**config.mk**
```make
export PLATFORM = sky130hd
export DESIGN_NAME = hazard_scoreboard
export DESIGN_NICKNAME = d
export VERILOG_FILES = /design/src/rtl/hazard_pkg.sv /design/src/rtl/hazard_cmp.sv /design/src/rtl/hazard_scoreboard.sv
export SDC_FILE = /design/constraint.sdc
export NUM_CORES = 1
export LEC_CHECK = 0
export BUFFER_PORTS_ARGS = -buffer_cell sky130_fd_sc_hd__buf_2
export CAP_MARGIN = 20
export CORE_MARGIN = 1
export CORE_UTILIZATION = 46
export CTS_CLUSTER_SIZE = 25
export DETAILED_ROUTE_END_ITERATION = 6
export GPL_TIMING_DRIVEN = 1
export PLACE_DENSITY = 0.68
export SYNTH_ARGS = -nofsm -noshare
export SYNTH_HDL_FRONTEND = slang
export SYNTH_HIERARCHICAL = 1
export SYNTH_SLANG_ARGS = --single-unit
```
**constraint.sdc**
```tcl
create_clock -name clk_i -period 2.4 [get_ports clk_i]
set_input_delay 0.12 -clock clk_i [delete_from_list [all_inputs] [get_ports clk_i]]
set_output_delay 0.12 -clock clk_i [all_outputs]
set_load 0.005 [all_outputs]
```
**src/rtl/hazard_pkg.sv**
```systemverilog
`default_nettype none
// ============================================================================
// Package     : hazard_pkg
// Description : Shared types and checks for the hazard scoreboard.
//               - entry_t      : one tracked in-flight instruction
//               - FWD_NONE     : select value meaning "read the register file"
//               - params_legal : parameter legality check used at elaboration
// Revision    : 1.0 - initial release
// ============================================================================
package hazard_pkg;

  // Widest register address the scoreboard can hold. Narrower addresses are
  // zero-extended into the entry so the struct does not need a parameter.
  localparam int unsigned MAX_REG_AW = 8;

  localparam int unsigned FWD_NONE = 0;

  typedef logic [MAX_REG_AW-1:0] reg_addr_t;

  typedef struct packed {
    logic      valid;
    logic      wen;
    reg_addr_t waddr;
    logic      is_load;
    logic      is_branch;
  } entry_t;

  localparam entry_t ENTRY_BUBBLE = '0;

  function automatic bit params_legal(
    input int unsigned reg_aw,
    input int unsigned stages,
    input int unsigned load_ready,
    input int unsigned br_stage
  );
    return (reg_aw >= 1) && (reg_aw <= MAX_REG_AW) &&
           (stages >= 2) &&
           (load_ready >= 1) && (load_ready <= stages) &&
           (br_stage < stages);
  endfunction

endpackage : hazard_pkg
`default_nettype wire

```
**src/rtl/hazard_cmp.sv**
```systemverilog
`default_nettype none
// ============================================================================
// Module      : hazard_cmp
// Description : Priority match of one source operand against all tracked
//               pipeline entries. The youngest (lowest index) matching entry
//               decides the result.
// Ports       : en_i       operand is live (valid, used, non-zero address)
//               addr_i     zero-extended source register address
//               entries_i  tracked entries, index 0 = youngest
//               sel_o      0 = register file, k = forward from stage k-1
//               hazard_o   matching producer is a load not yet forwardable
// Revision    : 1.0 - initial release
// ============================================================================
module hazard_cmp
  import hazard_pkg::*;
#(
  parameter int unsigned STAGES     = 3,
  parameter int unsigned LOAD_READY = 2,
  parameter int unsigned SEL_W      = $clog2(STAGES + 1)
) (
  input  logic                      en_i,
  input  reg_addr_t                 addr_i,
  input  entry_t [STAGES-1:0]       entries_i,
  output logic     [SEL_W-1:0]      sel_o,
  output logic                      hazard_o
);

  // Scan oldest to youngest so the last hit (the youngest) overrides.
  always_comb begin
    sel_o    = SEL_W'(FWD_NONE);
    hazard_o = 1'b0;
    if (en_i) begin
      for (int k = int'(STAGES) - 1; k >= 0; k--) begin
        if (entries_i[k].valid && entries_i[k].wen &&
            (entries_i[k].waddr == addr_i)) begin
          hazard_o = entries_i[k].is_load && (k < int'(LOAD_READY));
          sel_o    = hazard_o ? SEL_W'(FWD_NONE) : SEL_W'(k + 1);
        end
      end
    end
  end

endmodule : hazard_cmp
`default_nettype wire

```
**src/rtl/hazard_scoreboard.sv**
```systemverilog
`default_nettype none
// ============================================================================
// Module      : hazard_scoreboard
// Description : Hazard and forwarding controller. Tracks the destination,
//               load flag and branch flag of each instruction in the STAGES
//               stages after ID and derives forwarding selects, the load-use
//               stall and the branch-taken flush.
// Ports       : clk_i             clock
//               rst_ni            synchronous active-low reset
//               pipe_en_i         advance enable, low freezes all state
//               id_*_i            ID-stage instruction description
//               br_taken_i        branch in stage BR_STAGE resolved taken
//               fwd_rs/rt_sel_o   0 = regfile, k = forward from stage k-1
//               stall_o           hold IF/ID, bubble into stage 0
//               flush_if/id_o     kill IF and ID contents
//               stg_valid_o       valid bit of each tracked entry
//               br_pending_o      valid branch in ID or below BR_STAGE
//               br_err_o          sticky: taken without a valid branch
// Revision    : 1.0 - initial release
// ============================================================================
module hazard_scoreboard
  import hazard_pkg::*;
#(
  parameter int unsigned REG_AW     = 5,
  parameter int unsigned STAGES     = 3,
  parameter int unsigned LOAD_READY = 2,
  parameter int unsigned BR_STAGE   = 1,
  parameter int unsigned SEL_W      = $clog2(STAGES + 1)
) (
  input  logic              clk_i,
  input  logic              rst_ni,
  input  logic              pipe_en_i,
  input  logic              id_valid_i,
  input  logic [REG_AW-1:0] id_rs_i,
  input  logic [REG_AW-1:0] id_rt_i,
  input  logic              id_uses_rs_i,
  input  logic              id_uses_rt_i,
  input  logic              id_wen_i,
  input  logic [REG_AW-1:0] id_waddr_i,
  input  logic              id_is_load_i,
  input  logic              id_is_branch_i,
  input  logic              br_taken_i,
  output logic [SEL_W-1:0]  fwd_rs_sel_o,
  output logic [SEL_W-1:0]  fwd_rt_sel_o,
  output logic              stall_o,
  output logic              flush_if_o,
  output logic              flush_id_o,
  output logic [STAGES-1:0] stg_valid_o,
  output logic              br_pending_o,
  output logic              br_err_o
);

  generate
    if (!params_legal(REG_AW, STAGES, LOAD_READY, BR_STAGE)) begin : g_param_check
      $error("hazard_scoreboard: illegal parameter combination");
    end
  endgenerate

  entry_t [STAGES-1:0] entries_q, entries_d;
  logic                br_err_q, br_err_d;

  logic             rs_en, rt_en;
  logic [SEL_W-1:0] rs_sel_raw, rt_sel_raw;
  logic             rs_haz, rt_haz;
  logic             flush;

  // ---------------------------------------------------------------------------
  // Operand matching
  // ---------------------------------------------------------------------------
  assign rs_en = id_valid_i & id_uses_rs_i & (id_rs_i != '0);
  assign rt_en = id_valid_i & id_uses_rt_i & (id_rt_i != '0);

  hazard_cmp #(
    .STAGES     (STAGES),
    .LOAD_READY (LOAD_READY),
    .SEL_W      (SEL_W)
  ) u_cmp_rs (
    .en_i      (rs_en),
    .addr_i    (reg_addr_t'(id_rs_i)),
    .entries_i (entries_q),
    .sel_o     (rs_sel_raw),
    .hazard_o  (rs_haz)
  );

  hazard_cmp #(
    .STAGES     (STAGES),
    .LOAD_READY (LOAD_READY),
    .SEL_W      (SEL_W)
  ) u_cmp_rt (
    .en_i      (rt_en),
    .addr_i    (reg_addr_t'(id_rt_i)),
    .entries_i (entries_q),
    .sel_o     (rt_sel_raw),
    .hazard_o  (rt_haz)
  );

  // ---------------------------------------------------------------------------
  // Control outputs
  // ---------------------------------------------------------------------------
  // A taken branch only acts while the pipe advances. When frozen, the stall
  // keeps evaluating against the held state so the hold persists.
  assign flush        = br_taken_i & pipe_en_i;
  assign stall_o      = (rs_haz | rt_haz) & ~flush;
  assign flush_if_o   = flush;
  assign flush_id_o   = flush;
  assign fwd_rs_sel_o = stall_o ? SEL_W'(FWD_NONE) : rs_sel_raw;
  assign fwd_rt_sel_o = stall_o ? SEL_W'(FWD_NONE) : rt_sel_raw;
  assign br_err_o     = br_err_q;

  always_comb begin
    br_pending_o = id_valid_i & id_is_branch_i;
    for (int k = 0; k < int'(STAGES); k++) begin
      if ((k < int'(BR_STAGE)) && entries_q[k].valid && entries_q[k].is_branch) begin
        br_pending_o = 1'b1;
      end
    end
  end

  generate
    for (genvar g = 0; g < STAGES; g++) begin : g_stg_valid
      assign stg_valid_o[g] = entries_q[g].valid;
    end
  endgenerate

  // ---------------------------------------------------------------------------
  // Scoreboard shift register
  // ---------------------------------------------------------------------------
  always_comb begin
    entries_d = entries_q;
    br_err_d  = br_err_q;
    if (pipe_en_i) begin
      // Entries younger than the branch are on the wrong path: they must not
      // move forward, so every slot they would shift into (1..BR_STAGE)
      // receives a bubble. The branch itself and older entries advance.
      for (int k = int'(STAGES) - 1; k >= 1; k--) begin
        entries_d[k] = entries_q[k-1];
        if (flush && (k <= int'(BR_STAGE))) begin
          entries_d[k] = ENTRY_BUBBLE;
        end
      end

      if (flush || stall_o || !id_valid_i) begin
        entries_d[0] = ENTRY_BUBBLE;
      end else begin
        entries_d[0] = '{valid:     1'b1,
                         wen:       id_wen_i,
                         waddr:     reg_addr_t'(id_waddr_i),
                         is_load:   id_is_load_i,
                         is_branch: id_is_branch_i};
      end

      if (flush && !(entries_q[BR_STAGE].valid && entries_q[BR_STAGE].is_branch)) begin
        br_err_d = 1'b1;
      end
    end
  end

  always_ff @(posedge clk_i) begin
    if (!rst_ni) begin
      entries_q <= '0;
      br_err_q  <= 1'b0;
    end else begin
      entries_q <= entries_d;
      br_err_q  <= br_err_d;
    end
  end

endmodule : hazard_scoreboard
`default_nettype wire
```
# Word-level counts from Yosys, hierarchy flattened
# Index checks and enable logic that the tools add are counted.
classes:
  n_eq_ne: 6
  n_mux: 21
  bitwise: 9
  n_reduce_logical: 19
ops:
  columns: ["operator", "n"]
  rows:
  - ["8-bit by 5-bit equality test with 1-bit output", 6]
  - ["12-bit 2-to-1 mux", 2]
  - ["2-bit 2-to-1 mux", 11]
  - ["1-bit logical AND", 12]
  - ["5-bit nonzero test", 2]
  - ["1-bit 2-to-1 mux", 8]
  - ["1-bit bitwise AND", 7]
  - ["1-bit logical NOT", 2]
  - ["1-bit logical OR", 2]
  - ["2-bit AND reduction", 1]
  - ["1-bit NOT", 1]
  - ["1-bit bitwise OR", 1]
word_totals:
  out_inout_bits: 12
  in_bits: 25
  regBits: 35
  elab_cells: 69

# Depth between registers and ports, before layout
depth:
  word_depth: 10
  ltp_mapped: 8
  ltp_nobuf: 8

# Hierarchy
# The synthesis kept the hierarchy.
modules_own_cells:
  columns: ["module", "area_each_um2", "seq_area_each_um2", "instances", "cells_each"]
  rows:
  - ["hazard_scoreboard", 1191.1, 560.5, 1, 124]
  - ["hazard_cmp", 354.1, 0.0, 2, 45]

# Worst setup path before layout
# OpenSTA, ideal clock, no wires.
synth_timing:
  kind: "reg2reg"
  start: "reg entries_q[5] (netlist name)"
  end: "reg entries_q[10] (netlist name)"
  t_arrival_ns: 1.617
  path_buffers: 0
  path_stages_with_launch: 8
  required_time_ns: 2.341
  slack_ns: 0.724
  setup_time_ns: 0.059
  period_less_slack_ns: 1.676
  cell_sequence: "dfxtp_1 > xor2_1 > nor3_2 > nand3_2 > and3_1 > o21a_1 > nor3_4 > a22o_1"
synth_between:
  elab_chain_len: 9
  word_cells_on_any_way: 13
  cone_classes: "eq/ne (2); mux (5); bitwise (2); reduce/logical (4)"
synth_lines:
  columns: ["item", "line", "rtl"]
  rows:
  - ["start, declared", "hazard_scoreboard.sv:59", "entry_t [STAGES-1:0] entries_q, entries_d;"]
  - ["start signal, assigned", "hazard_scoreboard.sv:163", "entries_q <= entries_d;"]
  - ["8-bit by 5-bit equality test with 1-bit output", "hazard_cmp.sv:35", "(entries_i[k].waddr == addr_i)) begin"]
  - ["1-bit logical AND", "hazard_cmp.sv:34", "if (entries_i[k].valid && entries_i[k].wen &&"]
  - ["1-bit 2-to-1 mux", "hazard_cmp.sv:34", null]
  - ["1-bit 2-to-1 mux", "hazard_cmp.sv:32", "if (en_i) begin"]
  - ["named net rt_haz", "hazard_scoreboard.sv:64", "logic rs_haz, rt_haz;"]
  - ["1-bit bitwise OR", "hazard_scoreboard.sv:103", "assign stall_o = (rs_haz | rt_haz) & ~flush;"]
  - ["1-bit bitwise AND", "hazard_scoreboard.sv:103", null]
  - ["1-bit logical OR (2 in series)", "hazard_scoreboard.sv:142", "if (flush || stall_o || !id_valid_i) begin"]
  - ["12-bit 2-to-1 mux", "hazard_scoreboard.sv:142", null]
# The timed path passes the listed nets, and every way through them passes these cells.
# A chain may end at the register's enable or synchronous reset.

# Final worst setup path
layout_timing:
  start: "reg entries_q[15] (netlist name)"
  end: "out fwd_rs_sel_o[0]"
layout_between:
  elab_chain_len: 8
  word_cells_on_any_way: 16
  cone_classes: "eq/ne (2); mux (10); bitwise (2); reduce/logical (2)"
layout_lines:
  columns: ["item", "line", "rtl"]
  rows:
  - ["8-bit by 5-bit equality test with 1-bit output", "hazard_cmp.sv:35", null]
  - ["1-bit logical AND", "hazard_cmp.sv:34", null]
  - ["1-bit 2-to-1 mux (2 in series)", "hazard_cmp.sv:34", null]
  - ["1-bit 2-to-1 mux", "hazard_cmp.sv:32", null]
  - ["named net rt_haz", "hazard_scoreboard.sv:64", null]
  - ["1-bit bitwise OR", "hazard_scoreboard.sv:103", null]
  - ["1-bit bitwise AND", "hazard_scoreboard.sv:103", null]
  - ["2-bit 2-to-1 mux", "hazard_scoreboard.sv:106", "assign fwd_rs_sel_o = stall_o ? SEL_W'(FWD_NONE) : rs_sel_raw;"]
  - ["end, declared", "hazard_scoreboard.sv:43", "output logic [SEL_W-1:0] fwd_rs_sel_o,"]
# The timed path passes the listed nets, and every way through them passes these cells.

==> run_results.csv <==
group,metric,value,unit
critical_path,timing.rr.start,"entries_q[2]",
global_route,globalRouteOverflowTotal,0,
finish,antenna_cells,0,
critical_path,reg2reg_depth,7,
route,vias,1558,
route,drt-total-wl,4190,um
die,num_rows,22,
critical_path,crit_slowest_cell,"dfxtp_1",
global_route,grt_pass1_wl,7160,um
die,design.die.area,4230,um2
synth,syn-cell-area,1830,um2
critical_path,r2r_setup_slack,0.39,ns
die,fp.dieW,65.0,um
critical_path,path_depth,8,
synth,syn-instance-count,208,
critical_path,startpoint,"entries_q[15]",
route,drtIter0Drc,78,
route,route.detailed.drc,0,
placed_design,routabilityCongestion,0.813,
clock_tree,cts-root-buf,"clkbuf_8",
finish,final_util,0.583,
route,ant_nets,0,
clock_tree,postCtsSetupBuffers,0,
die,initial_core_util,0.488,
critical_path,reg2reg_to,"entries_q[6]",
min_path,hp-class,"in2reg",
timing,finalCriticalPeriod,2.22,ns
critical_path,crit_buf_inv,1,
clock_tree,clk_pin_slew,0.09,ns
finish,nNetsFinal,298,
critical_path,worstSetupPathType,"reg2out",
timing,setup_viol,0,
timing,slew_headroom,0.567,
critical_path,worst-path-max-fanout,5,
critical_path,cp_top_family,"simple AND/OR/NAND/NOR gates",
timing,drv_slew,0,
placed_design,port_buffers,36,
timing,tightest_slew,0.648,ns
route,post_drt_wl_per_cell,13.1,um
status,run_status,"finished clean",
timing,fin_skew,0.00304,ns
job,maxCapViolations,0,
critical_path,endpoint,"fwd_rs_sel_o[0]",
die,core-area,3740,um2
global_route,grt_pass1_vias,1449,
timing,hold_violations,0,
finish,drive_gt1_frac,0.188,
route,dr.pass1.iters,4,
finish,nFillCells,383,
finish,finalNonFillerCells,320,
placed_design,placed_area,2120,um2
clock_tree,hold_buffers,0,
clock_tree,clock_path_buffers,2,
critical_path,crit_chain,"xnor2_1, nand4_1, nor3_2, and3_1, o21a_1, o21ai_2, and2_1, buf_2",
placed_design,dp_cells,316,
clock_tree,cts_made_buffers,3,
critical_path,critPathLaunchType,"flop",
critical_path,cp.required,2.28,ns
placed_design,dpl.hpwl,3230,um
clock_tree,clk_latency,0.27,ns
synth,syn_avg_cell_area,8.78,um2
die,boundaryPins,37,
finish,areaGrowthSynthToFinish,19.4,%
power,vdd_drop_max,0.262,mV
die,fp.dieH,65.0,um
timing,fmax,450,MHz
timing,fin_crit_sh,0.927,
global_route,grtUsageTotal,0.226,
synth,yosysWarnings,6,
clock_tree,htreeDepth,1,
clock_tree,clock-sinks,26,
finish,fin_area,2180,um2
global_route,grt_max_degree,30,
clock_tree,cts_tree,"yes",
critical_path,worstSetupEndpointType,"primary output",
global_route,antenna_found_initial,0,
critical_path,critical_path.max_stage_delay,0.43,ns
critical_path,worstPathArrival,2.10,ns
power,power_per_cell_area,409,nW/um2
power,p_leak,1.03,nW
route,vias_per_cell,4.87,
placed cells by master (no fill, tap or decap), types with 9 or more instances in the layout:
master,count
dfxtp_1,26
conb_1,36
buf_2,36
inv_1,13
and2_1,13
mux2i_1,9
xor2_1,28
o22ai_1,9
nand2_1,12
xnor2_1,20
how the worst min path moves through the flow:
stage | cells after the start | startpoint | end | slack (ns)
finish | 2 | id_wen_i | entries_q[10] | 0.05
global route | 2 | id_waddr_i[2] | entries_q[4] | 0.06
CTS | 2 | id_wen_i | entries_q[10] | 0.05
detailed placement | 2 | id_wen_i | entries_q[10] | 0.34
global placement | 2 | id_waddr_i[1] | entries_q[3] | 0.33
floorplan | 1 | id_wen_i | entries_q[10] | 0.25
per-stage QoR:
step / power, mW / setup slack, ns / hold WS (ns) / TNS, ns
after global placement: 0.606 / 0.418 / 0.335 / 0
final: 0.891 / 0.175 / 0.0543 / 0
after detailed placement: 0.607 / 0.412 / 0.340 / 0
after global routing: 0.935 / -0.00709 / 0.0550 / -0.0102
after CTS: 0.896 / 0.0996 / 0.0487 / 0
after floorplan: 0.561 / 0.724 / 0.253 / 0
worst reg2reg max path, stage by stage, from the launching register on:
cell	delay [ns]
dfxtp_1	0.43
xor2_1	0.12
nor3_2	0.22
nand3_2	0.15
and3_1	0.20
o21a_1	0.23
nor3_4	0.40
a22o_1	0.21
report_power, final:
group | switching, mW | leakage [nW] | internal, mW | total (mW)
clock network | 0.142 | 0.0288 | 0.147 | 0.289
logic | 0.0870 | 0.787 | 0.0689 | 0.156
registers | 0.00794 | 0.210 | 0.438 | 0.446
total | 0.237 | 1.03 | 0.654 | 0.891
registers in the layout (all words and copies together) (netlist names):
name	cells
br_err_o	1
entries_q	22
stg_valid_o	3
layout make-up:
cell class,instances,area [um2],share of cell area
clock buffer,4,55.1,0.0252
inverter,13,48.8,0.0224
multi-input combinational,193,1320,0.604
sequential,26,520,0.239
tap,48,60.1,0.0275
timing repair buffer,36,180,0.0826
layer usage:
metal / up-vias / wire [um] / GRT usage
met5: - / 0 / 0
met4: 0 / 89 / 0.0897
met3: 7 / 162 / 0.0282
met2: 40 / 1860 / 0.348
met1: 712 / 2080 / 0.316
li1: 799 / - / -
what timing repair did:
item	in CTS	in global routing
setup endpoints to repair	0	4
hold endpoints to repair	0	0
gates resized for setup	0	1
Note: power is estimated with default switching activity, not from simulation.
